**src/rtl/pattern_resp_misr_if.sv**
```systemverilog
// Handshake and data bundle between the response compactor and the test controller.
// The controller side drives run requests, response samples and result acceptance.
interface pattern_resp_misr_if;
  logic        start;
  logic        resp_valid;
  logic [8:0]  resp_in;
  logic        busy;
  logic        sig_valid;
  logic        sig_ready;
  logic [15:0] signature;
  logic [15:0] change_cnt;

  modport master (
    output start, resp_valid, resp_in, sig_ready,
    input  busy, sig_valid, signature, change_cnt
  );

  modport slave (
    input  start, resp_valid, resp_in, sig_ready,
    output busy, sig_valid, signature, change_cnt
  );
endinterface

```
**src/rtl/pattern_resp_misr.sv**
```systemverilog
// Folds a programmable window of 9-bit netlist responses into a 16-bit MISR signature
// and counts sample-to-sample transitions; the result is offered over a valid/ready handshake.
module pattern_resp_misr #(
  parameter logic [15:0] WINDOW = 16'd16,
  parameter logic [15:0] POLY   = 16'h100B,
  parameter logic [15:0] SEED   = 16'h0000
) (
  input logic                blif_clk_net,
  input logic                blif_reset_net,
  pattern_resp_misr_if.slave bus
);

  typedef enum logic [1:0] {
    ST_IDLE = 2'd0,
    ST_RUN  = 2'd1,
    ST_HOLD = 2'd2
  } state_t;

  // One MISR shift: feedback taps apply when the outgoing MSB is set.
  function automatic logic [15:0] misr_step(input logic [15:0] sig, input logic [8:0] resp);
    logic [15:0] fb;
    fb = sig[15] ? POLY : 16'h0000;
    return {sig[14:0], 1'b0} ^ fb ^ {7'b000_0000, resp};
  endfunction

  state_t      r_state;
  state_t      w_state_nxt;
  logic        r_busy;
  logic        r_sig_valid;
  logic        w_busy_nxt;
  logic        w_sig_valid_nxt;
  logic [15:0] r_sig;
  logic [15:0] r_cnt;
  logic [15:0] r_num;
  logic [8:0]  r_prev;
  logic        w_accept;
  logic        w_last;
  logic        w_launch;

  assign w_launch = (r_state == ST_IDLE) && bus.start;
  assign w_accept = (r_state == ST_RUN) && bus.resp_valid;
  assign w_last   = w_accept && (r_num == (WINDOW - 16'd1));

  // State register.
  always_ff @(posedge blif_clk_net) begin
    if (blif_reset_net) begin
      r_state <= ST_IDLE;
    end else begin
      r_state <= w_state_nxt;
    end
  end

  // Next-state: start only counts in IDLE, HOLD leaves only on a completed handshake.
  always_comb begin
    w_state_nxt = r_state;
    case (r_state)
      ST_IDLE: begin
        if (bus.start) w_state_nxt = ST_RUN;
        else           w_state_nxt = ST_IDLE;
      end
      ST_RUN: begin
        if (w_last) w_state_nxt = ST_HOLD;
        else        w_state_nxt = ST_RUN;
      end
      ST_HOLD: begin
        if (r_sig_valid && bus.sig_ready) w_state_nxt = ST_IDLE;
        else                              w_state_nxt = ST_HOLD;
      end
      default: w_state_nxt = ST_IDLE;
    endcase
  end

  // Output decode from the upcoming state so the flags can be registered.
  always_comb begin
    w_busy_nxt      = 1'b0;
    w_sig_valid_nxt = 1'b0;
    case (w_state_nxt)
      ST_IDLE: begin
        w_busy_nxt      = 1'b0;
        w_sig_valid_nxt = 1'b0;
      end
      ST_RUN: begin
        w_busy_nxt      = 1'b1;
        w_sig_valid_nxt = 1'b0;
      end
      ST_HOLD: begin
        w_busy_nxt      = 1'b1;
        w_sig_valid_nxt = 1'b1;
      end
      default: begin
        w_busy_nxt      = 1'b0;
        w_sig_valid_nxt = 1'b0;
      end
    endcase
  end

  // Registered status flags.
  always_ff @(posedge blif_clk_net) begin
    if (blif_reset_net) begin
      r_busy      <= 1'b0;
      r_sig_valid <= 1'b0;
    end else begin
      r_busy      <= w_busy_nxt;
      r_sig_valid <= w_sig_valid_nxt;
    end
  end

  // Datapath: signature, transition counter, previous sample and sample index.
  always_ff @(posedge blif_clk_net) begin
    if (blif_reset_net) begin
      r_sig  <= 16'h0000;
      r_cnt  <= 16'h0000;
      r_num  <= 16'h0000;
      r_prev <= 9'h000;
    end else if (w_launch) begin
      r_sig  <= SEED;
      r_cnt  <= 16'h0000;
      r_num  <= 16'h0000;
      r_prev <= 9'h000;
    end else if (w_accept) begin
      r_sig  <= misr_step(r_sig, bus.resp_in);
      if ((bus.resp_in != r_prev) && (r_cnt != 16'hFFFF)) begin
        r_cnt <= r_cnt + 16'd1;
      end
      r_prev <= bus.resp_in;
      r_num  <= r_num + 16'd1;
    end
  end

  assign bus.busy       = r_busy;
  assign bus.sig_valid  = r_sig_valid;
  assign bus.signature  = r_sig;
  assign bus.change_cnt = r_cnt;

endmodule
```
**src/flat_wrapper.sv**
```systemverilog
// flat-port wrapper written by rule: the top's interface ports become plain ports
module pattern_resp_misr_flat 
#(
  parameter logic [15:0] WINDOW = 16'd16,
  parameter logic [15:0] POLY   = 16'h100B,
  parameter logic [15:0] SEED   = 16'h0000
)
  (blif_clk_net, blif_reset_net, bus_start, bus_resp_valid, bus_resp_in, bus_sig_ready, bus_busy, bus_sig_valid, bus_signature, bus_change_cnt);
  pattern_resp_misr_if bus_i ();
  input logic blif_clk_net;
  input logic blif_reset_net;
  input wire logic [$bits(bus_i.start)-1:0] bus_start;
  input wire logic [$bits(bus_i.resp_valid)-1:0] bus_resp_valid;
  input wire logic [$bits(bus_i.resp_in)-1:0] bus_resp_in;
  input wire logic [$bits(bus_i.sig_ready)-1:0] bus_sig_ready;
  output wire logic [$bits(bus_i.busy)-1:0] bus_busy;
  output wire logic [$bits(bus_i.sig_valid)-1:0] bus_sig_valid;
  output wire logic [$bits(bus_i.signature)-1:0] bus_signature;
  output wire logic [$bits(bus_i.change_cnt)-1:0] bus_change_cnt;
  assign bus_i.start = bus_start;
  assign bus_i.resp_valid = bus_resp_valid;
  assign bus_i.resp_in = bus_resp_in;
  assign bus_i.sig_ready = bus_sig_ready;
  assign bus_busy = bus_i.busy;
  assign bus_sig_valid = bus_i.sig_valid;
  assign bus_signature = bus_i.signature;
  assign bus_change_cnt = bus_i.change_cnt;
  pattern_resp_misr #(.WINDOW(WINDOW), .POLY(POLY), .SEED(SEED)) u_core (.blif_clk_net(blif_clk_net), .blif_reset_net(blif_reset_net), .bus(bus_i));
endmodule
```
**config.mk**
```make
export PLATFORM = sky130hd
export DESIGN_NAME = pattern_resp_misr_flat
export DESIGN_NICKNAME = d
export VERILOG_FILES = /design/src/rtl/pattern_resp_misr_if.sv /design/src/rtl/pattern_resp_misr.sv /design/src/flat_wrapper.sv
export SDC_FILE = /design/constraint.sdc
export NUM_CORES = 1
export LEC_CHECK = 0
export BUFFER_PORTS_ARGS = -buffer_cell sky130_fd_sc_hd__buf_2
export CELL_PAD_IN_SITES_DETAIL_PLACEMENT = 0
export CELL_PAD_IN_SITES_GLOBAL_PLACEMENT = 1
export CORE_UTILIZATION = 30
export CTS_CLUSTER_SIZE = 12
export DETAILED_ROUTE_END_ITERATION = 8
export PLACE_DENSITY_LB_ADDON = 0.1
export SYNTH_ARGS = -nofsm -noshare
export SYNTH_HDL_FRONTEND = slang
export SYNTH_SLANG_ARGS = --single-unit
export TNS_END_PERCENT = 50
```
**constraint.sdc**
```tcl
create_clock -name blif_clk_net -period 2.65 [get_ports blif_clk_net]
set_clock_uncertainty 0.2 [all_clocks]
set_input_delay 0.1325 -clock blif_clk_net [delete_from_list [all_inputs] [get_ports blif_clk_net]]
set_output_delay 0.1325 -clock blif_clk_net [all_outputs]
set_load 0.005 [all_outputs]
```
==> results of run 1 <==
[worst paths after layout]
| check | endpoint | cells after the start | slack [ns] | from |
|---|---|---|---|---|
| min | u_core.bus.change_cnt[0] | 4 | 0.07 | bus_resp_valid |
| max reg2reg | u_core.bus.change_cnt[2] | 6 | 0.51 | u_core.bus.change_cnt[0] |
| max | u_core.bus.change_cnt[2] | 6 | 0.51 | u_core.bus.change_cnt[0] |
| min reg2reg | u_core.r_prev[2] | 2 | 0.27 | u_core.r_prev[2] |
[cell families after synthesis]
logic type | Yosys count
xor+xnor | 36
mux | 2
compound gates | 58
simple gates | 156
buf+inv | 20
fa+ha+maj | 3
flops | 61
[worst register-to-register path: stages, from the launching register on]
cell,delay [ns]
dfxtp_1,0.42
ha_1,0.29
nand2_1,0.12
or4_4,0.56
nor2_2,0.22
or4_1,0.15
a21oi_1,0.06
[cells in the mapped netlist (2+ instances only)]
cell	count	area, um2
xnor2_1	25	219.0
buf_2	3	15.01
a211oi_1	9	67.56
nor3_1	3	15.01
clkbuf_1	12	45.04
ha_1	3	37.54
xor2_1	11	96.34
o21ai_0	5	25.02
mux2i_1	2	20.02
a21oi_1	31	155.2
o31ai_1	5	37.54
or3_1	6	37.54
dfxtp_1	61	1221
nor4_1	4	25.02
a31o_2	3	26.28
nand4_1	15	93.84
or4_1	5	37.54
nand2_1	53	198.9
nor2_1	37	138.9
and3_1	6	37.54
nand2b_1	3	18.77
inv_1	3	11.26
and2_1	2	12.51
nand3_1	13	65.06
[state kept, by name, summed over array words and instances (netlist names)]
| name | cells |
|---|---|
| u_core.r_state | 2 |
| u_core.r_prev | 9 |
| u_core.bus.change_cnt | 16 |
| u_core.r_num | 16 |
| u_core.bus.busy | 1 |
| u_core.bus.signature | 16 |
| u_core.bus.sig_valid | 1 |
[metrics by stage]
stage,setup WS (ns),instance area (um2),cells
after floorplan,0.6481,2800,336
after global placement,0.5095,3149,479
after detailed placement,0.5184,3149,479
after CTS,0.4931,3493,507
after global routing,0.2569,3493,507
final,0.5121,3493,507
[per-layer routing]
metal	GRT usage (%)	vias up	part of all wire, %
met3	3.901	9	3.6
met2	23.84	38	46
li1	-	1288	-
met1	18.29	1154	49
met5	0	-	0
met4	6.544	0	1.2
[layout make-up]
type                    instances  area [um2]
multi-input cells             255        1496
clock inverters                 6       86.33
clock buffers                  10       137.6
repair buffers                 64       405.4
fillers                       930        5398
flip-flops and latches         61        1221
well taps                     108       135.1
inverters                       3       11.26
[power by group]
| group | internal [W] | switching, W |
|---|---|---|
| Sequential | 0.000930 | 0.0000119 |
| Clock | 0.000553 | 0.000378 |
| Combinational | 0.0000622 | 0.0000782 |
| Total | 0.00155 | 0.000468 |
==> reports/qor.yml, run 1 <==
place:
  dp_hpwl_um: 4628
  gp_congestion: 0.7218
  port_buffers: 47
timing:
  setup_tns_ns: 0
  setup_viol: 0
  tightest_slew_ns: 0.7215
  period_minus_slack_ns: 2.138
  max_freq_ghz: 0.4677
  rsz0062_at_grt: "no"
  finalHoldWorstSlack_ns: 0.06730
  finalHoldViolations: 0
  finalCritPeriodShare_pct: 80.68
  drv_slew: 0
  max_slew_margin_pct: 51.90
synth:
  synthCells: 336
  synth_top_family_by_area: "simple AND/OR/NAND/NOR gates"
  synth_edf_count: 0
  async_flop_share_pct: 0
  seq_area_frac_synth_pct: 43.61
  syn_avg_cell_area_um2: 8.334
  synth_compound_area_share_pct: 12.60
  synth-main-ff-cell: "dfxtp_1"
  synth-xor-area-share_pct: 11.26
  synth_mux_area_share_pct: 0.7149
  synth-simple-area-share_pct: 27.52
  syn-num-nets: 353
  yosysWarnings: 0
  yosys.cell_types.count: 40
  yosys.area_share.adder_pct: 1.340
  syn_area_mm2: 0.002800
  ys_ff_latch: 61
die:
  die_area_mm2: 0.009724
  core_area_mm2: 0.008891
  die_x_um: 98.61
  fp.dieH_um: 98.61
  rows: 34
  io_pins: 48
  initial_core_util_pct: 31.49
clocking:
  ctsRootBufferMaster: "clkbuf_8"
  ctsResizeCount: 0
  cts_made_buffers: 9
  cts_tree: "done"
  cts_setup_buffers: 0
  clock_sinks: 61
  clk_pin_slew_ns: 0.07
  cts_buffer_depth: 2
  h-tree-depth: 3
  ctsHoldBuffers: 12
  clock_latency_ns: 0.34
detailed_routing:
  avgViaCountPerCell: 4.909
  dr.pass1.iters: 4
  routed_wl_um: 6690
  vias: 2489
  drtIter0Drc: 75
  remaining_drc_errors: 0
  post_drt_wl_per_cell_um: 13.20
  antenna_left: 0
pwr:
  ir_worst_vdd_uv: 261.4
  leakagePower_nw: 1.318
  total_power_w: 0.002014
  p_per_area_mw_per_mm2: 576.5
setup_path:
  path_delay_family: "simple AND/OR/NAND/NOR gates"
  required_ns: 2.67
  cp_num_buf_inv: 0
  crit_slowest_cell: "or4_4"
  critPathMaxFanout: 6
  critical_path.cell_chain: "ha_1, nand2_1, or4_4, nor2_2, or4_1, a21oi_1"
  crit_type: "flip-flop to flip-flop"
  cp-start-kind: "flip-flop"
  cp.arrival_ns: 2.15
  setup.worst_path.end_class: "flip-flop"
  max_stage_delay_ns: 0.56
finish:
  antennaDiodeCount: 0
  final_common_cell: "dfxtp_1"
  final_cell_mix: "61 x dfxtp_1, 53 x nand2_1, 47 x buf_2, 37 x nor2_1, 31 x a21oi_1"
  nNetsFinal: 411
  drive_above_1_share_pct: 19.30
  area_growth_pct: 24.75
  fin_util_pct: 39.29
global_route:
  grt-ovfl-total: 0
  grt_pass1_wl_um: 11160
  grt_pass1_vias: 2290
  antenna_found_initial: 0
  grt_start_max_net_pins: 45
  grtUsageTotal_pct: 14.68
min_path:
  hp-class: "input pin to flip-flop"
run:
  drv_cap: 0
outcome:
  outcome: "finished clean"
No activity file was read; power rests on OpenSTA's default activity.
==> run 2: changes to the inputs <==
- clock period: 2.65 -> 1.9 ns (I/O delays scaled with it)
==> reports/qor.yml, run 2 (synthesis gave the netlist of run 1 again) <==
clocking:
  clock_sinks: 61  # unchanged
  cts_buffer_depth: 2  # unchanged
  h-tree-depth: 3  # unchanged
  clock_latency_ns: 0.34  # about the same
  cts_tree: "done"
  clk_pin_slew_ns: 0.07  # about the same
  cts_made_buffers: 9  # unchanged
  ctsRootBufferMaster: "clkbuf_8"
die:
  core_area_mm2: 0.008891  # unchanged
  initial_core_util_pct: 31.49  # unchanged
  die_x_um: 98.61  # unchanged
  fp.dieH_um: 98.61  # unchanged
  rows: 34  # unchanged
  io_pins: 48  # unchanged
  die_area_mm2: 0.009724  # unchanged
detailed_routing:
  antenna_left: 0  # unchanged
  vias: 2607  # +4.7%
  avgViaCountPerCell: 4.873  # -0.74%
  drtIter0Drc: 77  # +2.7%
  remaining_drc_errors: 0  # unchanged
  dr.pass1.iters: 6  # +2
  routed_wl_um: 7222  # +8.0%
  post_drt_wl_per_cell_um: 13.50  # +2.3%
global_route:
  grt_use_met1_pct: 18.97  # +0.68 points
  grt_start_max_net_pins: 42  # -6.7%
  antenna_found_initial: 0  # unchanged
  grt_pass1_wl_um: 11500  # +3.0%
  grt_pass1_vias: 2396  # +4.6%
  grt_use_met3_pct: 4.255  # +0.35 points
  busiest_layer: "met2"
  grt-ovfl-total: 0  # unchanged
  globalRouteMet2Util_pct: 24.97  # +1.1 points
  grtUsageTotal_pct: 15.28  # +0.59 points
place:
  gp_congestion: 0.8116  # +12%
  dp_hpwl_um: 4861  # +5.0%
  port_buffers: 47  # unchanged
  place_area_mm2: 0.003354  # +6.5%
  dp_cells: 504  # +5.2%
  pre_cts_ws_ns: -0.07623  # -0.5946 ns
pwr:
  leakagePower_nw: 1.473  # +12%
  p_per_area_mw_per_mm2: 731.8  # +27%
  ir_worst_vdd_uv: 290.0  # +11%
finish:
  final_cell_mix: "58 x dfxtp_1, 51 x nand2_1, 48 x buf_2, 37 x nor2_1"
  area_growth_pct: 34.81
  final-instance-count-excl-fill: 535  # +5.5%
  final_common_cell: "dfxtp_1"
  nNetsFinal: 439  # +6.8%
  antennaDiodeCount: 0  # unchanged
  fin_util_pct: 42.46  # +3.2 points
  fin_area_mm2: 0.003775  # +8.1%
  drive_above_1_share_pct: 27.63  # +8.3 points
setup_path:
  path_delay_family: "simple AND/OR/NAND/NOR gates"
  crit_type: "flip-flop to flip-flop"
  critPathMaxFanout: 5  # -1
  critPathLaunch: "u_core.bus.change_cnt[1]"
  critical_path.cell_chain: "ha_4, nand2_2, nor2_1, or3_4, or4_1, a21oi_1"
  cp_num_cells: 6  # unchanged
  crit_slowest_cell: "or4_1"
  crit_end: "u_core.bus.change_cnt[13]"
  r2r_end: "u_core.bus.change_cnt[13]"
  cp.arrival_ns: 1.96  # -0.19 ns
  reg2regPathDepth: 6  # unchanged
  cp-start-kind: "flip-flop"
  reg2reg_slack_ns: 0.01  # -0.50 ns
  required_ns: 1.97  # -0.70 ns
  r2r_start: "u_core.bus.change_cnt[1]"
  setup.worst_path.end_class: "flip-flop"
  cp_num_buf_inv: 0  # unchanged
  max_stage_delay_ns: 0.47  # -0.09 ns
timing:
  setup_viol: 0  # unchanged
  max_slew_margin_pct: 70.84  # +19 points
  rsz0062_at_grt: "yes"
  tightest_slew_ns: 0.4334  # -0.2881 ns
  finalCritPeriodShare_pct: 99.26  # +19 points
  drv_slew: 0  # unchanged
  worst_slack_ns: 0.01415  # -0.4979 ns
  period_minus_slack_ns: 1.886  # -0.2521 ns
  finalHoldViolations: 0  # unchanged
  max_freq_ghz: 0.5303  # +13%
  setup_tns_ns: 0  # unchanged
min_path:
  hp-class: "input pin to flip-flop"
  worstHoldPathCells: 5  # +1
run:
  drv_cap: 0  # unchanged
outcome:
  outcome: "finished clean"
-- run 2: worst min path at each step --
stage | startpoint | to | slack [ns]
finish | bus_resp_in[3] | u_core.bus.signature[3] | 0.02
global placement | blif_reset_net | u_core.bus.busy | 0.14
floorplan | blif_reset_net | u_core.bus.busy | -0.04
global route | bus_resp_in[3] | u_core.bus.signature[3] | 0.04
detailed placement | blif_reset_net | u_core.bus.busy | 0.14
CTS | bus_resp_in[3] | u_core.bus.signature[3] | 0.007
-- run 2: power breakdown --
group	internal, W	switching, W	leakage [nW]
Clock	0.000712	0.000514	0.106
Sequential	0.00130	0.0000151	0.495
Combinational	0.000101	0.000123	0.872
-- run 2: repair_timing --
item,in CTS,in global routing
pin swaps,1,6
setup buffers,0,3
setup endpoints to repair,5,16
hold endpoints to repair,20,0
hold buffers,12,0
gates resized for setup,2,12
cloned,0,0
-- run 2: tightest hold or removal path, stage by stage --
cell and delay (ns):
buf_2 0.12, xnor2_1 0.13, xnor2_1 0.06, nand2_1 0.06
a21oi_1 0.06
-- run 2: cell type report --
cell class	instances	area [um2]
fillers	930	5116
multi-input cells	255	1579
flip-flops and latches	61	1225
repair buffers	92	613.1
clock buffers	13	168.9
well taps	108	135.1
clock inverters	3	42.54
inverters	3	11.26
-- run 2: metrics by stage --
step                      hold slack [ns]  power, W
final                             0.02195  0.002762
after global routing              0.04253  0.002900
after CTS                        0.007023  0.002808
after detailed placement           0.1406  0.001536
after global placement             0.1405  0.001536
after floorplan                  -0.03831  0.001455
-- run 2: routing by layer --
layer	vias up	routed length, um
li1	1343	-
met1	1208	3566
met2	46	3328
met3	10	231
met4	0	96
met5	-	0
